## src/rtl/fuzzy_pkg.sv

```systemverilog
// Shared types for the fuzzy datapath: rule strength, crisp value and defuzzifier states.
package fuzzy_pkg;

  typedef logic [15:0]       mu_t;
  typedef logic signed [7:0] crisp_t;

  localparam mu_t MU_ONE = 16'h7FFF;

  typedef enum logic [1:0] {
    ACC,
    DIV,
    OUT
  } defuzz_state_e;

endpackage

```

## src/rtl/seq_udiv.sv

```systemverilog
// Unsigned restoring divider: one quotient bit per cycle, NW iterations after start.
module seq_udiv #(
  parameter int NW = 28,
  parameter int DW = 19
) (
  input  logic          clk,
  input  logic          rst_n,
  input  logic          start,
  input  logic [NW-1:0] dividend,
  input  logic [DW-1:0] divisor,
  output logic          busy,
  output logic          done,
  output logic [NW-1:0] quotient,
  output logic [DW-1:0] remainder
);

  localparam int CW = $clog2(NW + 1);

  logic          busy_q, busy_d;
  logic [CW-1:0] cnt_q, cnt_d;
  logic [NW-1:0] quo_q, quo_d;
  logic [DW-1:0] rem_q, rem_d;
  logic [DW-1:0] dsr_q, dsr_d;
  logic [DW:0]   trial;

  // Dividend bits shift out of quo_q into the partial remainder, quotient bits shift in behind.
  always_comb begin
    busy_d = busy_q;
    cnt_d  = cnt_q;
    quo_d  = quo_q;
    rem_d  = rem_q;
    dsr_d  = dsr_q;
    trial  = {rem_q, quo_q[NW-1]};
    if (start) begin
      busy_d = 1'b1;
      cnt_d  = CW'(NW);
      quo_d  = dividend;
      rem_d  = '0;
      dsr_d  = divisor;
    end else if (busy_q) begin
      if (cnt_q == '0) begin
        busy_d = 1'b0;
      end else begin
        cnt_d = cnt_q - CW'(1);
        if (trial >= {1'b0, dsr_q}) begin
          rem_d = DW'(trial - {1'b0, dsr_q});
          quo_d = {quo_q[NW-2:0], 1'b1};
        end else begin
          rem_d = trial[DW-1:0];
          quo_d = {quo_q[NW-2:0], 1'b0};
        end
      end
    end
  end

  always_ff @(posedge clk) begin
    if (!rst_n) begin
      busy_q <= 1'b0;
      cnt_q  <= '0;
      quo_q  <= '0;
      rem_q  <= '0;
      dsr_q  <= '0;
    end else begin
      busy_q <= busy_d;
      cnt_q  <= cnt_d;
      quo_q  <= quo_d;
      rem_q  <= rem_d;
      dsr_q  <= dsr_d;
    end
  end

  assign busy      = busy_q;
  assign done      = busy_q && (cnt_q == '0);
  assign quotient  = quo_q;
  assign remainder = rem_q;

endmodule

```

## src/rtl/defuzz_wavg.sv

```systemverilog
// Weighted-average defuzzifier: accumulates sum(mu*z) and sum(mu) per frame, then divides.
module defuzz_wavg #(
  parameter int MAX_RULES = 16
) (
  input  logic              clk,
  input  logic              rst_n,
  input  logic              in_valid,
  output logic              in_ready,
  input  logic [15:0]       in_mu,
  input  logic signed [7:0] in_z,
  input  logic              in_last,
  output logic              out_valid,
  input  logic              out_ready,
  output logic signed [7:0] out_y,
  output logic              out_zero,
  output logic              out_ovf
);
  import fuzzy_pkg::*;

  localparam int NUM_W = 24 + $clog2(MAX_RULES);
  localparam int DEN_W = 15 + $clog2(MAX_RULES);
  localparam int CNT_W = $clog2(MAX_RULES) + 1;

  defuzz_state_e            state_q, state_d;
  logic signed [NUM_W-1:0]  num_q, num_d, num_acc;
  logic [DEN_W-1:0]         den_q, den_d, den_acc;
  logic [CNT_W-1:0]         cnt_q, cnt_d;
  logic                     ovf_q, ovf_d;
  logic                     in_ready_q, in_ready_d;
  logic                     out_valid_q, out_valid_d;
  crisp_t                   out_y_q, out_y_d;
  logic                     out_zero_q, out_zero_d;
  logic                     out_ovf_q, out_ovf_d;

  mu_t                      mu_c;
  logic signed [23:0]       prod;
  logic                     accept, in_range, div_start, div_done;
  logic [NUM_W-1:0]         num_abs, div_quo;

  // The true average always lies inside the z range; the clamp only guards corrupted inputs.
  function automatic crisp_t sat_apply(input logic [NUM_W-1:0] q, input logic neg);
    if (neg) begin
      if (q > NUM_W'(128)) return crisp_t'(8'h80);
      return crisp_t'(8'd0 - q[7:0]);
    end
    if (q > NUM_W'(127)) return crisp_t'(8'h7F);
    return crisp_t'(q[7:0]);
  endfunction

  always_comb begin
    mu_c      = (in_mu > MU_ONE) ? MU_ONE : in_mu;
    prod      = 24'($signed(mu_c)) * 24'(in_z);
    accept    = in_valid && in_ready_q;
    in_range  = cnt_q < CNT_W'(MAX_RULES);
    num_acc   = in_range ? num_q + NUM_W'(prod) : num_q;
    den_acc   = in_range ? den_q + DEN_W'(mu_c) : den_q;
    num_abs   = num_acc[NUM_W-1] ? NUM_W'(-num_acc) : NUM_W'(num_acc);
    div_start = (state_q == ACC) && accept && in_last && (den_acc != '0);
  end

  // Divider is launched from the last beat's totals so DIV lasts exactly the iteration count.
  seq_udiv #(
    .NW(NUM_W),
    .DW(DEN_W)
  ) u_div (
    .clk      (clk),
    .rst_n    (rst_n),
    .start    (div_start),
    .dividend (num_abs),
    .divisor  (den_acc),
    .busy     (),
    .done     (div_done),
    .quotient (div_quo),
    .remainder()
  );

  always_comb begin
    state_d     = state_q;
    num_d       = num_q;
    den_d       = den_q;
    cnt_d       = cnt_q;
    ovf_d       = ovf_q;
    out_valid_d = out_valid_q;
    out_y_d     = out_y_q;
    out_zero_d  = out_zero_q;
    out_ovf_d   = out_ovf_q;
    case (state_q)
      ACC: begin
        if (accept) begin
          num_d = num_acc;
          den_d = den_acc;
          if (!in_range) ovf_d = 1'b1;
          if (cnt_q != CNT_W'(MAX_RULES)) cnt_d = cnt_q + CNT_W'(1);
          if (in_last) state_d = (den_acc == '0) ? OUT : DIV;
        end
      end
      DIV: begin
        if (div_done) begin
          out_y_d     = sat_apply(div_quo, num_q[NUM_W-1]);
          out_zero_d  = 1'b0;
          out_ovf_d   = ovf_q;
          out_valid_d = 1'b1;
          state_d     = OUT;
        end
      end
      OUT: begin
        // Entering OUT with out_valid low only happens on the zero-weight path.
        if (!out_valid_q) begin
          out_y_d     = '0;
          out_zero_d  = 1'b1;
          out_ovf_d   = ovf_q;
          out_valid_d = 1'b1;
        end else if (out_ready) begin
          out_valid_d = 1'b0;
          num_d       = '0;
          den_d       = '0;
          cnt_d       = '0;
          ovf_d       = 1'b0;
          state_d     = ACC;
        end
      end
      default: state_d = ACC;
    endcase
    in_ready_d = (state_d == ACC);
  end

  always_ff @(posedge clk) begin
    if (!rst_n) begin
      state_q     <= ACC;
      num_q       <= '0;
      den_q       <= '0;
      cnt_q       <= '0;
      ovf_q       <= 1'b0;
      in_ready_q  <= 1'b0;
      out_valid_q <= 1'b0;
      out_y_q     <= '0;
      out_zero_q  <= 1'b0;
      out_ovf_q   <= 1'b0;
    end else begin
      state_q     <= state_d;
      num_q       <= num_d;
      den_q       <= den_d;
      cnt_q       <= cnt_d;
      ovf_q       <= ovf_d;
      in_ready_q  <= in_ready_d;
      out_valid_q <= out_valid_d;
      out_y_q     <= out_y_d;
      out_zero_q  <= out_zero_d;
      out_ovf_q   <= out_ovf_d;
    end
  end

  assign in_ready  = in_ready_q;
  assign out_valid = out_valid_q;
  assign out_y     = out_y_q;
  assign out_zero  = out_zero_q;
  assign out_ovf   = out_ovf_q;

endmodule

```

## config.mk

```make
export PLATFORM = sky130hd
export DESIGN_NAME = defuzz_wavg
export DESIGN_NICKNAME = d
export VERILOG_FILES = /design/src/rtl/fuzzy_pkg.sv /design/src/rtl/seq_udiv.sv /design/src/rtl/defuzz_wavg.sv
export SDC_FILE = /design/constraint.sdc
export NUM_CORES = 1
export LEC_CHECK = 0
export CAP_MARGIN = 40
export CORE_ASPECT_RATIO = 0.9
export CORE_UTILIZATION = 23
export DETAILED_ROUTE_END_ITERATION = 8
export PLACE_DENSITY_LB_ADDON = 0.25
export SLEW_MARGIN = 20
export SYNTH_ARGS = -nofsm -noshare
export SYNTH_HDL_FRONTEND = slang
export SYNTH_SLANG_ARGS = --single-unit
```

## constraint.sdc

```tcl
create_clock -name clk -period 12.5 [get_ports clk]
set_clock_uncertainty 0.2 [all_clocks]
set_input_delay 3.125 -clock clk [delete_from_list [all_inputs] [get_ports clk]]
set_output_delay 3.125 -clock clk [all_outputs]
set_load 0.005 [all_outputs]
```

Word-level counts from Yosys, hierarchy flattened
Cells that the tools add are included.
{"block": "op_classes", "multipliers": 1, "order_cmp": 5, "n_reduce_logical": 21, "n_mux": 70, "add_sub_neg": 7, "bitwise": 2, "n_eq_ne": 11}
{"op": "28-bit 2-to-1 mux", "count": 8}
{"op": "19-bit 2-to-1 mux", "count": 5}
{"op": "8-bit 2-to-1 mux", "count": 8}
{"op": "28-bit case mux with 2 select lines", "count": 1}
{"op": "19-bit case mux with 2 select lines", "count": 1}
{"op": "5-bit 2-to-1 mux", "count": 7}
{"op": "28-bit by 24-bit adder with 28-bit output", "count": 1}
{"op": "28-bit by 7-bit > comparator with 1-bit output (second input constant)", "count": 1}
{"op": "28-bit by 8-bit > comparator with 1-bit output (second input constant)", "count": 1}
{"op": "28-bit negation", "count": 1}
{"op": "1-bit 2-to-1 mux", "count": 26}
{"op": "16-bit by 8-bit multiplier with 24-bit output", "count": 1}
{"op": "20-bit by 19-bit >= comparator with 1-bit output", "count": 1}
{"op": "19-bit by 16-bit adder with 19-bit output", "count": 1}
{"op": "19-bit zero test", "count": 1}
{"op": "19-bit nonzero test", "count": 1}
{"op": "19-bit subtractor", "count": 1}
{"op": "16-bit by 15-bit > comparator with 1-bit output (second input constant)", "count": 1}
{"op": "16-bit 2-to-1 mux", "count": 1}
{"op": "8-bit case mux with 2 select lines", "count": 1}
{"op": "2-bit != test (second input constant)", "count": 7}
{"op": "2-bit 2-to-1 mux", "count": 6}
{"op": "5-bit case mux with 2 select lines", "count": 1}
{"op": "5-bit AND reduction", "count": 2}
{"op": "other kinds (19)", "count": 32}
{"block": "word_totals", "out_inout_bits": 12, "register_bits": 139, "input_bits": 29, "word_cells": 133}

Depth between registers and ports, before layout
{"block": "depth", "word_depth": 12, "ltp_mapped": 25, "mapped_depth_nobuf": 24}

By module
A second synthesis with hierarchy kept.
{"block": "hier_totals", "hier_cells": 1816, "area_unflattened_um2": 15289.7}
{"module": "defuzz_wavg", "area_per_inst_um2": 11000.6, "instances": 1, "seq_area_each_um2": 1341.3, "cells_per_inst": 1275}
{"module": "seq_udiv", "area_per_inst_um2": 4289.1, "instances": 1, "seq_area_each_um2": 1441.4, "cells_per_inst": 541}

Worst setup path after synthesis
No wires, ideal clock.
{"block": "synth_path", "path_type": "in2reg", "start": "input in_mu[15]", "end": "register u_div.quo_q[19] (netlist: u_div.quotient[19])", "arrival_time_ns": 8.848, "stages": 22, "setup_slack_ns": 3.362, "setup_time_ns": 0.091, "required_ns": 12.209, "cell_sequence": "clkbuf_1 -> nor2_1 -> inv_1 -> nand2_1 -> fa_1 -> fa_1 -> inv_1 -> fa_1 -> fa_1 -> fa_1 -> ha_1 -> o211ai_1 -> o21ai_2 -> a311oi_4 -> a21oi_2 -> o2111ai_2 -> a21oi_1 -> nor4_4 -> and2_1 -> buf_4 -> o21ai_1 -> a311oi_1"}
{"block": "synth_via", "elab_chain_cells": 8, "elab_cells_between_ends": 15, "classes_between": "add/sub (3); mul (1); order compare (1); eq/ne (1); mux (5); reduce/logical (4)"}
{"element": "from (decl)", "line_no": "defuzz_wavg.sv:9", "source": "input logic [15:0] in_mu,"}
{"element": "16-bit by 15-bit > comparator with 1-bit output", "line_no": "defuzz_wavg.sv:51", "source": "mu_c = (in_mu > MU_ONE) ? MU_ONE : in_mu;"}
{"element": "16-bit 2-to-1 mux (*)", "line_no": "defuzz_wavg.sv:51"}
{"element": "16-bit by 8-bit multiplier with 24-bit output or 19-bit by 16-bit adder with 19-bit output (tied branches)", "line_no": "defuzz_wavg.sv:52, defuzz_wavg.sv:56"}
{"element": "28-bit by 24-bit adder with 28-bit output or 19-bit 2-to-1 mux (tied branches)", "line_no": "defuzz_wavg.sv:55, defuzz_wavg.sv:56"}
{"element": "28-bit 2-to-1 mux or 19-bit nonzero test (tied branches)", "line_no": "defuzz_wavg.sv:55, defuzz_wavg.sv:58"}
{"element": "28-bit negation or 1-bit logical AND (tied branches)", "line_no": "defuzz_wavg.sv:57, defuzz_wavg.sv:58"}
{"element": "28-bit 2-to-1 mux (tied with other cells)", "line_no": "defuzz_wavg.sv:57", "source": "num_abs = num_acc[NUM_W-1] ? NUM_W'(-num_acc) : NUM_W'(num_acc);"}
{"element": "28-bit 2-to-1 mux or 2-bit AND reduction (tied branches)"}
{"element": "to (signal assigned)", "line_no": "seq_udiv.sv:66", "source": "quo_q <= quo_d;"}
{"element": "to (decl)", "line_no": "seq_udiv.sv:21", "source": "logic [NW-1:0] quo_q, quo_d;"}
Mark *: on every way between the ends. The rest lies on a longest branch, timed or not.
A chain may end at the register's enable or synchronous reset.

Worst setup path after layout
{"block": "layout_path", "start": "input in_mu[15]", "end": "register u_div.quo_q[14] (netlist: u_div.quotient[14])"}
Same word-level chain as after synthesis.

==> flow_summary_export.csv <==
group,metric,value,unit
placement,gp_congestion,0.842,
logic_synthesis,synth_top_area_cell,"fa_1",
global_route,overflow,0,
clock_tree,htree_levels,4,
placement,placed_area,16300,um2
floorplan,io_pins,41,
floorplan,coreArea,64100,um2
worst_setup_path,cp_data_arrival_time,10460,ps
clock_tree,clock_path_buffers,2,
worst_setup_path,regToRegStartpoint,"num_q[6]",
detailed_routing,dr.pass1.iters,5,
worst_setup_path,cp-endpoint,"u_div.quotient[14]",
global_route,grt_usage,0.133,
worst_setup_path,crit_start,"in_mu[15]",
detailed_routing,initialDrtViolationCount,657,
floorplan,start_util,0.233,
clock_tree,insertion_delay,450,ps
clock_tree,cts_setup_buffers,0,
clock_tree,clock_sinks,139,
worst_setup_path,end_kind,"flip-flop",
final_layout,mostFrequentLayoutCell,"nor2_1",
floorplan,fp-row-count,88,
detailed_routing,vias,12700,
timing,fin_crit_sh,0.825,
logic_synthesis,yosysUniqueCellTypes,79,
clock_tree,path_clk_slew,80,ps
final_layout,final_util,0.264,
global_route,top_usage_layer,"met2",
worst_setup_path,reg2regPathDepth,20,
logic_synthesis,synth_ff_type,"dfxtp_1",
detailed_routing,final_antenna_net_count,0,
clock_tree,cts-buffers-inserted,17,
logic_synthesis,syn_inst,1820,
logic_synthesis,async_flop_share,0,
final_layout,nFillCells,6960,
placement,dp_hpwl,33.1,mm
global_route,antenna_found_initial,1,
detailed_routing,vias_per_cell,4.69,
worst_setup_path,startpoint_type,"input port",
timing,report.final.setup_viol,0,
global_route,grt_max_degree,72,
detailed_routing,routedWlPerCell,15.7,um
global_route,use_met3,0.0208,
logic_synthesis,ys_ff_latch,139,
floorplan,die_y,244,um
final_layout,fin_nets,2109,
logic_synthesis,synth_area_leaders,"fa_1 (20%), dfxtp_1 (19%), ha_1 (8.6%)",
logic_synthesis,synthesis.area,14900,um2
global_route,grt_pass1_vias,12900,
final_layout,final_cell_mix,"nor2_1 (224), nand2_1 (160), inv_1 (158), fa_1 (146), dfxtp_1 (138)",
global_route,met2_usage,0.238,
timing,fmax,97.0,MHz
global_route,use_met1,0.166,
clock_tree,root_buffer,"clkbuf_16",
logic_synthesis,synth_top_area_share,0.196,
worst_setup_path,worst_ep_required_time,12650,ps
timing,drv_slew,0,
clock_tree,cts_resized,0,
timing,period_minus_slack,10310,ps
final_layout,final_cell_area,16900,um2
detailed_routing,drc,0,
final_layout,synthToLayoutAreaGrowth,13.4,%
global_route,grt_pass1_wl,70.2,mm
logic_synthesis,ys_seq_area_frac,0.187,
timing,worstMarginPinSlew,828,ps
worst_setup_path,r2r-end,"u_div.quotient[14]",
clock_tree,tritoncts,"done",
timing,finalHoldViolations,0,
logic_synthesis,yosysWarnings,0,
final_layout,antenna_cells,0,
min_path,min_path_type,"reg -> reg",
floorplan,die-width,270,um
timing,final.setup.tns,0,ps
floorplan,die_area,65800,um2
job,maxCapViolations,0,
clock_tree,hold_buffers,0,
worst_setup_path,cp_max_fo,31,
logic_synthesis,syn_avg_cell_area,8.19,um2
worst_setup_path,worstSetupPathType,"in -> reg",
placement,io_buffers,40,
logic_synthesis,synth-edff-count,0,
timing,rsz0062_at_grt,"no",
final_layout,drive_gt1_frac,0.0461,
detailed_routing,wl,42.3,mm
timing,max-slew-margin-rel,0.444,
worst_setup_path,r2r_slack,5940,ps
run_status,outcome,"complete, no violations",
-- routing by layer --
metal,vias to the layer above,share of wire
li1,6242,-
met2,176,0.51
met1,6204,0.45
met5,-,0
met3,46,0.029
met4,0,0.015
-- through the flow --
stage / hold WS (ps) / worst slack (ps) / std cells
after floorplan: 248 / 3360 / 1854
after global placement: 250 / 1920 / 2665
after detailed placement: 249 / 1660 / 2668
after CTS: 257 / 2110 / 2700
after global routing: 279 / 1620 / 2700
final: 255 / 2190 / 2700
-- cells by family after synthesis --
logic type      share of synthesized area
mux                                0.0229
simple gates                        0.216
flops                               0.187
fa+ha+maj                           0.282
compound gates                      0.194
xor+xnor                           0.0317
other cells                      0.000504
buf+inv                            0.0664
-- registers in the layout (all words and copies together), names as in the netlist, 2 cells and up --
signal,flops
out_y,8
cnt_q,5
u_div.quotient,28
u_div.dsr_q,19
u_div.cnt_q,5
u_div.remainder,19
num_q,28
den_q,19
state_q,2
-- worst min-delay path by stage --
stage	from	endpoint	slack [ps]	cells after the start
3_5_place_dp	out_y[0]	out_y[0]	250	2
5_1_grt	out_y[7]	out_y[7]	280	2
3_3_place_gp	out_y[7]	out_y[7]	250	2
4_1_cts	out_y[0]	out_y[0]	260	2
6_report	out_y[0]	out_y[0]	250	2
2_1_floorplan	u_div.remainder[1]	u_div.remainder[1]	250	2
-- layout make-up --
type | count | area (um2) | area share
inverters | 159 | 598 | 0.0354
repair buffers | 54 | 536 | 0.0317
well taps | 855 | 1070 | 0.0633
multi-input cells | 1461 | 11300 | 0.669
clock inverters | 14 | 160 | 0.00947
clock buffers | 18 | 439 | 0.0260
flip-flops and latches | 139 | 2790 | 0.165
-- cells in the mapped netlist, types with 8 or more instances --
master    number
nor2_1       224
nand2_1      160
inv_1        159
fa_1         146
dfxtp_1      139
a21oi_1      126
ha_1         102
nor2b_1       78
clkbuf_1      70
a211oi_1      50
o21ai_0       49
a21o_1        33
mux2i_1       33
nand3_1       33
nor3_1        32
xnor2_1       31
a22oi_1       29
o21a_1        26
and2_1        24
xor2_1        23
nor4_1        18
buf_2         17
a31oi_1       16
o211ai_1      16
or3_1         15
and3_1        14
nand2b_1      12
or2_2         10
nand4_1        8
-- critical path: stages --
cell,delay (ps)
clkdlybuf4s50_1,690
nor2_1,560
nand2_1,150
fa_1,530
fa_1,550
inv_1,60
fa_1,500
fa_1,580
fa_1,420
ha_1,360
o211ai_1,140
o21ai_2,150
a311oi_4,440
a21oi_2,120
o2111ai_2,310
a21oi_1,160
nor4_4,490
nand2_2,460
and4b_1,370
nor4_1,270
Power is not shown: default switching activity piles up to over one toggle a cycle in this logic, so the estimate is an artifact.
